`src/rtl/bit_serializer_if.sv`:
```
// Parallel-to-serial handshake bundle for bit_serializer.
//   slave  : the serializer side (takes words, drives the serial stream)
//   master : the word source / stream consumer side
// Signals:
//   data_i    word to send, LSB first          len_i   number of bits to send
//   valid_i   word present                     ready_o serializer can take a word
//   x_o       serial bit                       x_valid_o x_o carries a payload bit
//   done_o    last bit of a word               busy_o  serializer is shifting
interface bit_serializer_if #(
   parameter int unsigned WIDTH = 16
);
   localparam int unsigned LW = $clog2(WIDTH) + 1;

   logic [WIDTH-1:0] data_i;
   logic [LW-1:0]    len_i;
   logic             valid_i;
   logic             ready_o;
   logic             x_o;
   logic             x_valid_o;
   logic             done_o;
   logic             busy_o;

   modport slave (
      input  data_i, len_i, valid_i,
      output ready_o, x_o, x_valid_o, done_o, busy_o
   );

   modport master (
      output data_i, len_i, valid_i,
      input  ready_o, x_o, x_valid_o, done_o, busy_o
   );
endinterface

```
`src/rtl/bit_serializer.sv`:
```
// Variable-length parallel-to-serial converter.
// Accepts a word plus a bit count, then emits that many bits LSB first,
// one per clock. A new word can be taken during the last bit so the
// serial stream has no gaps between back-to-back words.
// Ports:
//   clk    rising-edge clock
//   reset  synchronous, active-high
//   bus    bit_serializer_if.slave (word handshake in, serial stream out)
module bit_serializer #(
   parameter int unsigned WIDTH = 16
) (
   input  logic               clk,
   input  logic               reset,
   bit_serializer_if.slave    bus
);
   localparam int unsigned LW = $clog2(WIDTH) + 1;

   typedef enum logic {
      IDLE  = 1'b0,
      SHIFT = 1'b1
   } state_e;

   state_e           state_q, state_d;
   logic [LW-1:0]    cnt_q, cnt_d;
   logic [WIDTH-1:0] shift_q, shift_d;
   logic             done_q, done_d;

   logic             last_c;
   logic             ready_c;
   logic             load_c;
   logic [LW-1:0]    len_eff_c;

   // Handshake decode; a zero-length word is accepted but never loaded.
   always_comb begin
      last_c    = (state_q == SHIFT) && (cnt_q == LW'(1));
      ready_c   = !reset && ((state_q == IDLE) || last_c);
      len_eff_c = (bus.len_i > LW'(WIDTH)) ? LW'(WIDTH) : bus.len_i;
      load_c    = bus.valid_i && ready_c && (len_eff_c != '0);
   end

   // Next-state logic.
   always_comb begin
      state_d = state_q;
      cnt_d   = cnt_q;
      shift_d = shift_q;
      done_d  = 1'b0;

      unique case (state_q)
         IDLE: begin
            if (load_c) begin
               state_d = SHIFT;
               cnt_d   = len_eff_c;
               shift_d = bus.data_i;
               done_d  = (len_eff_c == LW'(1));
            end
         end
         SHIFT: begin
            if (last_c) begin
               if (load_c) begin
                  cnt_d   = len_eff_c;
                  shift_d = bus.data_i;
                  done_d  = (len_eff_c == LW'(1));
               end else begin
                  // Clearing the register keeps x_o low while idle.
                  state_d = IDLE;
                  cnt_d   = '0;
                  shift_d = '0;
               end
            end else begin
               cnt_d   = cnt_q - LW'(1);
               shift_d = shift_q >> 1;
               // The bit after this edge is the last one.
               done_d  = (cnt_q == LW'(2));
            end
         end
         default: begin
            state_d = IDLE;
         end
      endcase
   end

   // State register.
   always_ff @(posedge clk) begin
      if (reset) begin
         state_q <= IDLE;
         cnt_q   <= '0;
         shift_q <= '0;
         done_q  <= 1'b0;
      end else begin
         state_q <= state_d;
         cnt_q   <= cnt_d;
         shift_q <= shift_d;
         done_q  <= done_d;
      end
   end

   assign bus.ready_o   = ready_c;
   assign bus.x_o       = shift_q[0];
   assign bus.x_valid_o = (state_q == SHIFT);
   assign bus.busy_o    = (state_q == SHIFT);
   assign bus.done_o    = done_q;
endmodule

```
`src/flat_wrapper.sv`:
```
// flat-port wrapper written by rule: the top's interface ports become plain ports
module bit_serializer_flat 
#(
   parameter int unsigned WIDTH = 16
)
  (clk, reset, bus_data_i, bus_len_i, bus_valid_i, bus_ready_o, bus_x_o, bus_x_valid_o, bus_done_o, bus_busy_o);
  bit_serializer_if #(.WIDTH(WIDTH)) bus_i ();
  input  logic clk;
  input  logic reset;
  input wire logic [$bits(bus_i.data_i)-1:0] bus_data_i;
  input wire logic [$bits(bus_i.len_i)-1:0] bus_len_i;
  input wire logic [$bits(bus_i.valid_i)-1:0] bus_valid_i;
  output wire logic [$bits(bus_i.ready_o)-1:0] bus_ready_o;
  output wire logic [$bits(bus_i.x_o)-1:0] bus_x_o;
  output wire logic [$bits(bus_i.x_valid_o)-1:0] bus_x_valid_o;
  output wire logic [$bits(bus_i.done_o)-1:0] bus_done_o;
  output wire logic [$bits(bus_i.busy_o)-1:0] bus_busy_o;
  assign bus_i.data_i = bus_data_i;
  assign bus_i.len_i = bus_len_i;
  assign bus_i.valid_i = bus_valid_i;
  assign bus_ready_o = bus_i.ready_o;
  assign bus_x_o = bus_i.x_o;
  assign bus_x_valid_o = bus_i.x_valid_o;
  assign bus_done_o = bus_i.done_o;
  assign bus_busy_o = bus_i.busy_o;
  bit_serializer #(.WIDTH(WIDTH)) u_core (.clk(clk), .reset(reset), .bus(bus_i));
endmodule
```
`config.mk`:
```
export PLATFORM = sky130hd
export DESIGN_NAME = bit_serializer_flat
export DESIGN_NICKNAME = d
export VERILOG_FILES = /design/src/rtl/bit_serializer_if.sv /design/src/rtl/bit_serializer.sv /design/src/flat_wrapper.sv
export SDC_FILE = /design/constraint.sdc
export NUM_CORES = 1
export LEC_CHECK = 0
export CAP_MARGIN = 10
export CORE_UTILIZATION = 48
export CTS_CLUSTER_SIZE = 16
export DETAILED_ROUTE_END_ITERATION = 8
export PLACE_DENSITY = 0.81
export SETUP_SLACK_MARGIN = 0.2
export SYNTH_ARGS = -nofsm -noshare
export SYNTH_HDL_FRONTEND = slang
export SYNTH_SLANG_ARGS = --single-unit
```
`constraint.sdc`:
```
create_clock -name clk -period 1.9 [get_ports clk]
set_input_delay 0.38 -clock clk [delete_from_list [all_inputs] [get_ports clk]]
set_output_delay 0.38 -clock clk [all_outputs]
set_load 0.05 [all_outputs]
```
* Word-level counts from Yosys, hierarchy flattened
Cells that the tools add are included.
Storage, ports and cells: input bits 24, register bits 23, word-level logic and storage cells 33
Operators by class: reduce and logical (&&, ||, !) cells 7, equality and inequality tests 4, $lt $le $gt $ge 1, add/subtract/negate cells 1, bitwise operators 1, muxes and demuxes 15
Operators with widths (count):
- 16-bit two-way mux | 3
- 16-bit case mux with 2 select lines | 1
- 5-bit two-way mux | 4
- 5-bit by 1-bit == test with 1-bit output (second input constant) | 2
- 5-bit case mux with 2 select lines | 1
- 5-bit by 2-bit == test with 1-bit output (second input constant) | 1
- 5-bit greater-than comparator (second input constant) | 1
- 5-bit nonzero test | 1
- 5-bit by 1-bit subtractor with 5-bit output (second input constant) | 1
- 1-bit logical AND | 4
- 1-bit two-way mux | 4
- 1-bit case mux with 2 select lines | 2
- 2-bit by 1-bit != test with 1-bit output (second input constant) | 1
- 1-bit zero test | 1
- 1-bit logical OR | 1
- 1-bit NOT | 1

* Depth between registers and ports, before layout
word-level depth 9, mapped depth 7, depth with buffers taken out 6

* Worst setup path before layout
OpenSTA, ideal clock, no wires.
path type flip-flop to output port, start point reg u_core.cnt_q[0], end point out bus_ready_o, path slack -0.126 ns, stages on the path, launching flop included 5, arrival 1.646 ns, buffers on the path 0, path through dfxtp_1 ha_1 nor4b_4 nor2_2 nor2_1
On the way: longest elaborated chain between the ends 4
Ends and longest elaborated chain:
- from (decl) | RTL line bit_serializer.sv:24 | logic [LW-1:0] cnt_q, cnt_d;
- from (signal assigned) | RTL line bit_serializer.sv:91 | cnt_q <= cnt_d;
- 5-bit by 1-bit == test with 1-bit output | RTL line bit_serializer.sv:35 | last_c = (state_q == SHIFT) && (cnt_q == LW'(1));
- 1-bit logical AND | RTL line bit_serializer.sv:35
- 1-bit logical OR | RTL line bit_serializer.sv:36 | ready_c = !reset && ((state_q == IDLE) || last_c);
- 1-bit logical AND | RTL line bit_serializer.sv:36
- to (decl) | RTL line flat_wrapper.sv:13 | output wire logic [$bits(bus_i.ready_o)-1:0] bus_ready_o;
Every way passes these cells.

* Final worst setup path
start point reg u_core.cnt_q[1], end point out bus_ready_o
Same word-level chain as after synthesis.

==> tab_implementation.tex <==
\begin{tabular}{lr}
\hline
Metric & Value \\
\hline
\multicolumn{2}{l}{\textbf{Global routing}} \\
Sum of overflow across all layers after global routing & 0 \\
Wire length of the first global-routing pass & 5150 µm \\
Layer carrying the most global-route usage & met2 \\
Tot GR Track Use & 0.261 \\
GRT met2 Usage & 0.432 \\
Pin count of the biggest net entering global routing & 13 \\
Number of antenna violations at the first check in global routing & 0 \\
Met1 Resource Use GR & 0.330 \\
Number of global-route vias before repair & 1117 \\
Met3 track utilization from global routing & 0.0731 \\
\multicolumn{2}{l}{\textbf{Pwr}} \\
Worst IR drop on VDD & 0.544 mV \\
Overall power of the completed layout & 1.23 mW \\
Ratio of total power to cell area & 672 nW/µm² \\
Net load switching power & 411 µW \\
Internal power of the cells & 820 µW \\
Part of the power in the clock network & 0.190 \\
Leakage power & 0.741 nW \\
Share of power burned in registers & 0.461 \\
Switching Fraction & 0.334 \\
Part of the total power dissipated in combinational logic & 0.349 \\
\multicolumn{2}{l}{\textbf{Cells and area}} \\
Net count of the finished layout & 215 \\
Proportion of layout cells with a drive suffix above 1 & 0.332 \\
Diodes inserted & 0 \\
End-of-flow core utilization & 0.804 \\
Area growth from synthesis to layout & 52.2\% \\
Count of fill cells added during filler insertion & 135 \\
Total area of sequential cells & 465 µm² \\
Footprint of the multi-input gates & 786 µm² \\
\multicolumn{2}{l}{\textbf{Synthesis}} \\
Sequential share of the synthesized area & 0.383 \\
Mapped Area & 1200 µm² \\
Main flop type after synthesis & dfxtp\_1 \\
Net Count, Synth & 159 \\
Syn. warnings & 0 \\
Post-synthesis cell type count & 36 \\
Synthesized instance count & 132 \\
Avg Cell Area, Syn & 9.11 µm² \\
Post-synthesis sequential element count & 23 \\
Async set or reset register ratio after synthesis & 0 \\
Number of flops mapped to enable cells by yosys & 0 \\
\multicolumn{2}{l}{\textbf{Critical path}} \\
FF-to-FF Start & u\_core.cnt\_q[1] \\
Endpoint of the lowest-slack register-to-register path & u\_core.cnt\_q[0] \\
Maximum fanout count along the critical path & 2 \\
Crit path cell chain & inv\_2 -> ha\_4 -> nor4b\_4 -> nor2\_4 -> nor2\_4 -> buf\_12 \\
Critical path data arrival time & 1.50 ns \\
Kind of capture point of the worst setup path & output pin \\
Cell family contributing the most delay on the critical path & simple AND/OR/NAND/NOR gates \\
Data required time of the worst path & 1.52 ns \\
Setup slack of the most critical reg-to-reg path & 0.16 ns \\
Crit-path most repeated cell & nor2\_4 \\
Start-to-end type of the worst setup path & flop to output pin \\
Reg2reg path depth & 7 \\
Cell with the largest stage delay on the worst path & dfxtp\_2 \\
Startpoint Class & flop \\
CP peak stage delay & 0.35 ns \\
Buf/Inv on CP & 2 \\
\multicolumn{2}{l}{\textbf{Detailed routing}} \\
Post-DR vias/cell & 6.12 \\
Number of DRC markers in iteration 0 & 55 \\
Per-cell routed wire length & 17.5 µm \\
Number of vias in the routed layout & 1316 \\
Number of optimization iterations in the first detailed-route pass & 4 \\
Antenna viol nets, final & 0 \\
Total wire length & 3760 µm \\
DRC violation count after routing & 0 \\
\multicolumn{2}{l}{\textbf{Placement}} \\
Placed wire-length estimate & 2310 µm \\
Routability congestion estimate & 0.847 \\
Quantity of I/O buffers inserted on ports & 28 \\
Pre-CTS setup slack & -0.186 ns \\
\multicolumn{2}{l}{\textbf{Clocking}} \\
Buffer cell driving the clock tree root & clkbuf\_4 \\
Maximum number of buffers from clock root to sink & 2 \\
TritonCTS clock tree & yes \\
Clock Pin Slew Worst Setup and Hold Paths & 0.13 ns \\
Num CTS Buffers & 3 \\
Cts hold-fix bufs & 0 \\
Clock insertion delay at the later pin of the skew report & 0.32 ns \\
Max H-tree Level & 1 \\
Clk sink count & 23 \\
\multicolumn{2}{l}{\textbf{Floorplanning}} \\
Initial Utilization & 0.528 \\
Placement row count & 17 \\
Area enclosed by the die boundary & 2710 µm² \\
Die extent in y & 52.1 µm \\
Count of pins on the block boundary & 29 \\
Die X & 52.1 µm \\
Core region area & 2280 µm² \\
\multicolumn{2}{l}{\textbf{STA}} \\
Maximum operating frequency & 531 MHz \\
Worst hold slack & 0.472 ns \\
Worst path setup slack after routing & 0.0173 ns \\
Final critical-path share of the clock period & 0.991 \\
RSZ-0062 raised after global routing & true \\
Worst Skew & 0.00900 ns \\
Max-slew headroom at the worst pin & 0.675 \\
Final number of setup-violating endpoints & 0 \\
Number of max-slew violations in the final report & 0 \\
Slew of the pin with the lowest slew margin & 0.490 ns \\
Shortest clock period the worst path allows after layout & 1.88 ns \\
Number of hold violations in the final report & 0 \\
\multicolumn{2}{l}{\textbf{Hold path}} \\
Hold Crit Depth & 3 \\
Beginning of the worst hold path & bus\_len\_i[1] \\
Path class of the lowest-slack min-delay path & input port to flop \\
End point of the worst hold path & u\_core.cnt\_q[1] \\
\multicolumn{2}{l}{\textbf{Job}} \\
Count of maximum capacitance violations & 0 \\
\multicolumn{2}{l}{\textbf{Run status}} \\
Result of the run & finished, final reports clean \\
\hline
\end{tabular}
==> cells by family (layout without fill, tap and decap cells) <==
family          Yosys count  in the layout  synth area share
compound gates           40             40             0.263
fa+ha+maj                 3              3            0.0312
buf+inv                  10             64            0.0468
flops                    23             23             0.383
simple gates             56             57             0.276
==> worst reg2reg max path: stages (launching register included) <==
cell      delay [ns]
dfxtp_2         0.35
inv_2           0.08
ha_4            0.13
or4b_4          0.56
a211oi_4        0.23
buf_4           0.14
nor2_1          0.04
o22ai_1         0.16
==> power by group through the flow <==
stage	clock [mW]	sequential (mW)	combinational, mW
2_1_floorplan	0	0.579	0.194
3_3_place_gp	0	0.572	0.342
3_5_place_dp	0	0.574	0.343
4_1_cts	0.233	0.565	0.371
5_1_grt	0.254	0.571	0.455
6_report	0.234	0.568	0.429
==> area by class of cell <==
| type | count | area share |
|---|---|---|
| multi-input cells | 100 | 0.429 |
| repair buffers | 56 | 0.275 |
| flip-flops and latches | 23 | 0.254 |
| well taps | 28 | 0.0191 |
| clock buffers | 4 | 0.0144 |
| inverters | 4 | 0.00820 |
==> repair_timing <==
action                                  in CTS  in global routing
resized for setup                           11                 17
pin swaps                                    2                  6
endpoints found under the setup margin      21                 21
setup buffers                                4                  5
endpoints found under the hold margin        0                  0
gates cloned                                 0                  1
==> layout by cell type (no fill, tap or decap), drive strengths merged, types with 2 or more instances in the layout <==
cell type	netlist	final
dlymetal6s2s	0	4
a31oi	7	7
a221o	9	9
nor4b	2	2
or4	2	2
ha	3	3
dlygate4sd2	0	2
clkdlybuf4s50	0	19
inv	4	4
nand2	10	11
nand2b	2	2
clkbuf	3	4
dfxtp	23	23
a311oi	6	6
o21ai	3	3
and2	8	8
buf	3	31
nor3	5	5
nor2	14	14
a21oi	7	7
nand3	9	9
==> per-layer routing <==
layer	share of wire	vias up
li1	-	612
met3	0.082	10
met2	0.49	63
met1	0.41	631
met4	0.018	0
met5	0	-
==> Yosys cell counts, drive strengths merged, types with 2 or more instances <==
master  count  share of area
a21oi       7          0.029
a221o       9          0.075
a311oi      6          0.044
a31oi       7          0.042
and2        8          0.042
buf         3          0.025
clkbuf      3         0.0094
dfxtp      23           0.38
ha          3          0.031
inv         4          0.012
nand2      10          0.033
nand2b      2          0.010
nand3       9          0.037
nor2       14          0.050
nor3        5          0.021
nor4b       2          0.027
o21ai       3          0.012
or4         2          0.014
==> sequential cells by signal (all words and copies together), names as in the netlist <==
name	cells
u_core.cnt_q	5
u_core.bus.done_o	1
u_core.bus.busy_o	1
u_core.shift_q	16
==> stage by stage <==
step	area, µm²	TNS (ns)	std cells
after floorplan	1210	0	132
after detailed placement	1630	-2.10	201
after global routing	1830	-0.00992	215
final	1830	0	215
after global placement	1630	-1.84	201
after CTS	1720	0	209
==> worst max path at each step <==
stage                                    to  cells after the start       startpoint
final                           bus_ready_o                      6  u_core.cnt_q[1]
after global routing            bus_ready_o                      6  u_core.cnt_q[1]
after CTS                       bus_ready_o                      6  u_core.cnt_q[1]
after detailed placement  u_core.shift_q[2]                      5            reset
after global placement    u_core.shift_q[2]                      5            reset
after floorplan                 bus_ready_o                      4  u_core.cnt_q[0]
(Power assumes the default switching activity.)
